`src/rtl/spi_frame_tx.sv`:
```
// spi_frame_tx: mode-0 SPI master that shifts one WIDTH-bit word out on sdo, MSB first, capturing sdi
module spi_frame_tx #(
    parameter int WIDTH   = 16,
    parameter int CLK_DIV = 4
) (
    input  logic             clk,
    input  logic             reset,
    input  logic             start,
    input  logic [WIDTH-1:0] tx_data,
    output logic             busy,
    output logic             done,
    output logic [WIDTH-1:0] rx_data,
    output logic             cs,
    output logic             sck,
    output logic             sdo,
    input  logic             sdi
);
    localparam int DW = $clog2(CLK_DIV + 1);
    localparam int BW = $clog2(WIDTH + 1);
    localparam logic [DW-1:0] DIV_LAST = DW'(CLK_DIV - 1);
    localparam logic [BW-1:0] BITS_ALL = BW'(WIDTH);

    typedef enum logic [2:0] {S_IDLE, S_SETUP, S_SHIFT, S_HOLD, S_DONE} state_t;

    state_t           state, state_n;
    logic [DW-1:0]    div, div_n;
    logic [BW-1:0]    bits, bits_n;
    logic [WIDTH-1:0] shreg, shreg_n;
    logic [WIDTH-1:0] rxsh, rxsh_n;
    logic [WIDTH-1:0] rx_data_n;
    logic             cs_n, sck_n, sdo_n, busy_n, done_n;
    logic             wrap;
    logic [DW-1:0]    div_step;

    assign wrap     = div == DIV_LAST;
    assign div_step = wrap ? '0 : div + 1'b1;

    // Next-state and next-output logic; every output is a flop fed from here
    always_comb begin
        state_n   = state;
        div_n     = div;
        bits_n    = bits;
        shreg_n   = shreg;
        rxsh_n    = rxsh;
        rx_data_n = rx_data;
        cs_n      = cs;
        sck_n     = sck;
        sdo_n     = sdo;
        busy_n    = busy;
        done_n    = 1'b0;
        case (state)
            S_IDLE: begin
                cs_n   = 1'b0;
                sck_n  = 1'b0;
                busy_n = 1'b0;
                if (start) begin
                    state_n = S_SETUP;
                    shreg_n = tx_data;
                    sdo_n   = tx_data[WIDTH-1];
                    rxsh_n  = '0;
                    div_n   = '0;
                    bits_n  = BITS_ALL;
                    cs_n    = 1'b1;
                    busy_n  = 1'b1;
                end
            end
            S_SETUP: begin
                div_n = div_step;
                if (wrap) state_n = S_SHIFT;
            end
            S_SHIFT: begin
                div_n = div_step;
                if (wrap) begin
                    sck_n = ~sck;
                    if (!sck) begin
                        rxsh_n = {rxsh[WIDTH-2:0], sdi};
                        bits_n = bits - 1'b1;
                    end else if (bits != '0) begin
                        shreg_n = {shreg[WIDTH-2:0], 1'b0};
                        sdo_n   = shreg[WIDTH-2];
                    end else begin
                        state_n = S_HOLD;
                    end
                end
            end
            S_HOLD: begin
                div_n = div_step;
                if (wrap) begin
                    state_n   = S_DONE;
                    cs_n      = 1'b0;
                    done_n    = 1'b1;
                    rx_data_n = rxsh;
                end
            end
            S_DONE: begin
                state_n = S_IDLE;
                busy_n  = 1'b0;
            end
            default: state_n = S_IDLE;
        endcase
    end

    // State and output registers; reset drops cs/sck at once, aborting any frame without done
    always_ff @(posedge clk or negedge reset) begin
        if (!reset) begin
            state   <= S_IDLE;
            div     <= '0;
            bits    <= '0;
            shreg   <= '0;
            rxsh    <= '0;
            rx_data <= '0;
            cs      <= 1'b0;
            sck     <= 1'b0;
            sdo     <= 1'b0;
            busy    <= 1'b0;
            done    <= 1'b0;
        end else begin
            state   <= state_n;
            div     <= div_n;
            bits    <= bits_n;
            shreg   <= shreg_n;
            rxsh    <= rxsh_n;
            rx_data <= rx_data_n;
            cs      <= cs_n;
            sck     <= sck_n;
            sdo     <= sdo_n;
            busy    <= busy_n;
            done    <= done_n;
        end
    end

endmodule

```
`config.mk`:
```
export PLATFORM = sky130hd
export DESIGN_NAME = spi_frame_tx
export DESIGN_NICKNAME = d
export VERILOG_FILES = /design/src/rtl/spi_frame_tx.sv
export SDC_FILE = /design/constraint.sdc
export NUM_CORES = 1
export LEC_CHECK = 0
export CAP_MARGIN = 20
export CORE_ASPECT_RATIO = 2
export CORE_MARGIN = 4
export CORE_UTILIZATION = 40
export DETAILED_ROUTE_END_ITERATION = 12
export PLACE_DENSITY = 0.66
export SKIP_CTS_REPAIR_TIMING = 1
export SYNTH_ARGS = -nofsm -noshare
export SYNTH_HDL_FRONTEND = slang
export SYNTH_SLANG_ARGS = --single-unit
export TNS_END_PERCENT = 50
```
`constraint.sdc`:
```
create_clock -name clk -period 3.4 [get_ports clk]
set_clock_uncertainty 0.05 [all_clocks]
set_input_delay 1.02 -clock clk [delete_from_list [all_inputs] [get_ports clk]]
set_output_delay 1.02 -clock clk [all_outputs]
set_load 0.005 [all_outputs]
```
# == Word-level counts from Yosys, hierarchy flattened ==
# Cells that the tools add are included.
# word_totals
reg_bits,63
input_bits,20
elab_cells,77
# op_classes
add_sub_neg,2
n_eq_ne,13
muxes,36
bitwise_logic,1
reduce_logical,14
# op_table
operator,count
2-to-1 mux 15 bit,4
2-to-1 mux 16 bit,3
case mux 16 bit (2 select lines),1
case mux 15 bit (2 select lines),1
2-to-1 mux 3 bit,8
!= test 2 bit (second input constant),8
2-to-1 mux 5 bit,3
case mux 3 bit (4 select lines),1
case mux 5 bit (2 select lines),1
equality test 3 x 2 -> 1 bit (second input constant),3
2-to-1 mux 1 bit,9
case mux 1 bit (2 select lines),4
AND reduction 2 bit,4
nonzero test 2 bit,4
case mux 3 bit (2 select lines),1
AND reduction 6 bit,1
AND reduction 5 bit,1
nonzero test 5 bit,1
subtractor 5 x 1 -> 5 bit (second input constant),1
AND reduction 4 bit,1
adder 3 x 1 -> 3 bit (second input constant),1
equality test 3 x 1 -> 1 bit (second input constant),1
equality test 3 bit (second input constant),1
zero test 3 bit,1
other kinds (2),2

# == Longest topological paths before layout ==
# logic_depth
depth_word,5
depth_mapped,7
depth_no_buf,6

# == Worst setup path before layout ==
# OpenSTA, ideal clock, no wires.
# synth_timing
path_kind,input to register
startpoint,in start
endpoint,reg shreg[0]
setup_time_ps,126
arrival_ps,1828
t_required_ps,3224
path_slack_ps,1397
path_stages,5
path_buffers,1
path_cell_list,nand2b_1 > a21oi_4 > a21boi_4 > buf_6 > o21ai_0
# synth_between
elab_chain_cells,2
# synth_rtl
item,line_no,source
from (decl),8,"input logic start,"
!= test 2 bit (no line),-,
AND reduction 5 bit (no line),-,
to (signal assigned),121,shreg <= shreg_n;
to (decl),28,"logic [WIDTH-1:0] shreg, shreg_n;"
# No other way between the ends.
# A chain may end at the register's enable or synchronous reset.

# == Worst setup path after layout ==
# layout_timing
startpoint,in start
endpoint,reg shreg[1]
# Same word-level chain as after synthesis.

==> flow_summary.yaml <==
outcome:
  status: "finished clean"
logic_synthesis:
  synth_top_area_share_pct: 55.73
  yosys.cell_types.count: 41
  syn_avg_cell_area_um2: 11.69
  muxShareOfSynthArea_pct: 7.077
  yosys.area.top_type: "dfrtp_1"
  synth.net_count: 264
  synth-simple-area-share_pct: 12.30
  synth_area_leaders: "dfrtp_1 56%, mux2_2 6.0%, nand2_1 5.0%, a2bb2oi_2 4.8%, o21ai_0 4.2%"
  ys_seq_area_share_pct: 55.73
  synth-seq-cells: 63
  synthAdderAreaFrac_pct: 0.8846
  synth_area_um2: 2829
  synth_xor_area_share_pct: 0.6192
  ys_warn_count: 0
  synth_top_family_by_area: "compound AO/OA/AOI/OAI gates"
  synth_compound_area_share_pct: 19.81
  synthCells: 242
finish:
  finalNonFillerCells: 376
  final_common_cell: "dfrtp_1"
  final_cell_area_um2: 3568
  diodes: 0
  synthToLayoutAreaGrowth_pct: 26.14
  nNetsFinal: 306
  fillers: 664
  layout_common_cells: "63 x dfrtp_1, 39 x clkdlybuf4s50_1, 38 x nand2_1"
  drive_above_1_share_pct: 18.53
routing:
  drt_iter0_markers: 49
  post_drt_via_cell_ratio: 5.314
  vias: 1998
  drcViolationCount: 0
  antenna_left: 0
  firstDrtPassIters: 4
  drt-total-wl_um: 5681
  wire_per_inst_um: 15.11
worst_setup_path:
  required_ns: 3.59
  r2r_cells: 4
  cp_max_fo: 16
  cp-end-kind: "register"
  arrival_ns: 2.67
  crit_type: "in2reg"
  start_kind: "input port"
timing:
  hold_viol_final: 0
  worst_pin_slew_ns: 0.8425
  final_max_slew_viol_count: 0
  rsz0062_at_grt: "no"
  setup_tns_ns: 0
  worst_slack_ns: 0.9199
  fmax_mhz: 403.2
  finalCritPeriodShare_pct: 72.94
  slew_headroom_pct: 43.78
  setup_violations: 0
  timing.final.crit_period_ns: 2.480
clock_tree:
  h-tree-depth: 3
  cts_buffers: 9
  cts_sinks: 63
  clk_latency_ns: 0.32
  cts_max_path_buffers: 2
  clk_pin_slew_ns: 0.05
  cts-root-buf: "clkbuf_16"
  cts_tree: "built"
floorplanning:
  coreArea_um2: 6887
  start_util_pct: 41.08
  die_y_um: 126.9
  fp.dieArea_um2: 8563
  ioPinCount: 41
  die_w_um: 67.47
  row_count: 43
placement:
  dp_cells: 363
  port_buffers: 40
  post-place-ws_ns: 0.5948
  gp_congestion: 0.7972
  dpl_cell_area_um2: 3297
  dp_hpwl_um: 3998
global_route:
  grt_pass1_wl_um: 9480
  antenna_found_initial: 0
  globalRouteOverflowTotal: 0
  grt_pass1_vias: 2014
  gr-usage-all-layers_pct: 15.16
  grt_max_degree: 34
worst_hold_path:
  whs_path_depth: 1
  holdCritPathClass: "reg2reg"
power_and_ir_drop:
  power_leakage_uw: 0.001497
  power_density_nw_per_um2: 793.2
  power_uw: 2830
  vdd_drop_max_uv: 489.1
run:
  cap_viol_max_count: 0
==> layout make-up <==
type | instances | area, um^2 | area share, %
sequential | 63 | 1577 | 44.18
multi-input combinational | 162 | 1151 | 32.26
timing repair buffer | 45 | 445.4 | 12.48
clock buffer | 12 | 266.5 | 7.468
tap | 90 | 112.6 | 3.156
inverter | 3 | 11.26 | 0.3156
clock inverter | 1 | 5.005 | 0.1403
==> cell families (layout without fill, tap and decap cells) <==
group           Yosys count  in the layout
compound gates           70             70
xor+xnor                  2              2
fa+ha+maj                 2              2
buf+inv                  17             61
flops                    63             63
mux                      18             18
simple gates             70             70
==> registers in the layout, indices dropped and copies added (netlist names) <==
signal / flops
rxsh: 16
sck: 1
busy: 1
done: 1
bits: 5
shreg: 15
rx_data: 16
cs: 1
sdo: 1
div: 3
state: 3
==> through the flow <==
stage	util, %	hold WS [ns]
3_3_place_gp	47.87	0.4147
5_1_grt	51.82	0.4582
2_1_floorplan	-	0.3944
4_1_cts	51.82	0.4355
6_report	51.82	0.4278
3_5_place_dp	47.87	0.4245
==> synthesized netlist by cell type, drive strengths merged <==
library cell	instances
o21a	1
and2b	1
or2	3
or3b	1
ha	2
o22ai	15
or3	2
or4	1
nand2	38
clkbuf	4
inv	3
mux2	16
a21oi	3
nor3	1
nor4b	2
mux2i	2
nor2b	1
a22o	3
a2bb2oi	15
xor2	2
nor3b	2
a211oi	1
nand2b	4
and3b	1
o211ai	2
o41ai	3
nor2	11
nand3	2
a21boi	1
buf	10
o21ai	26
dfrtp	63
==> report_power, final <==
group / switching (uW) / internal (uW)
logic: 451 / 453
registers: 165 / 933
clock network: 290 / 537
total: 907 / 1920
==> final timing paths <==
path                                  start  slack (ns)          end
worst min register to register  rx_data[13]        0.43  rx_data[13]
max in group asynchronous             reset        1.97      bits[1]
worst max-delay path                  start        0.92     shreg[1]
worst min-delay path            rx_data[13]        0.43  rx_data[13]
worst max register to register     state[2]        1.23    shreg[11]
min in group asynchronous             reset        0.71         done
==> worst max-delay path: stages <==
cell	delay, ns
clkdlybuf4s50_1	0.60
nand2b_1	0.15
a21oi_4	0.15
a21boi_4	0.54
a2bb2oi_1	0.20
==> layer usage <==
metal / global-route usage, % / wire length (um) / part of all wire, %
met1: 15.74 / 2141 / 38
met5: 0 / 0 / 0
met2: 25.39 / 3182 / 56
met3: 4.252 / 191 / 3.4
met4: 10.17 / 165 / 2.9
(Power assumes the default switching activity.)
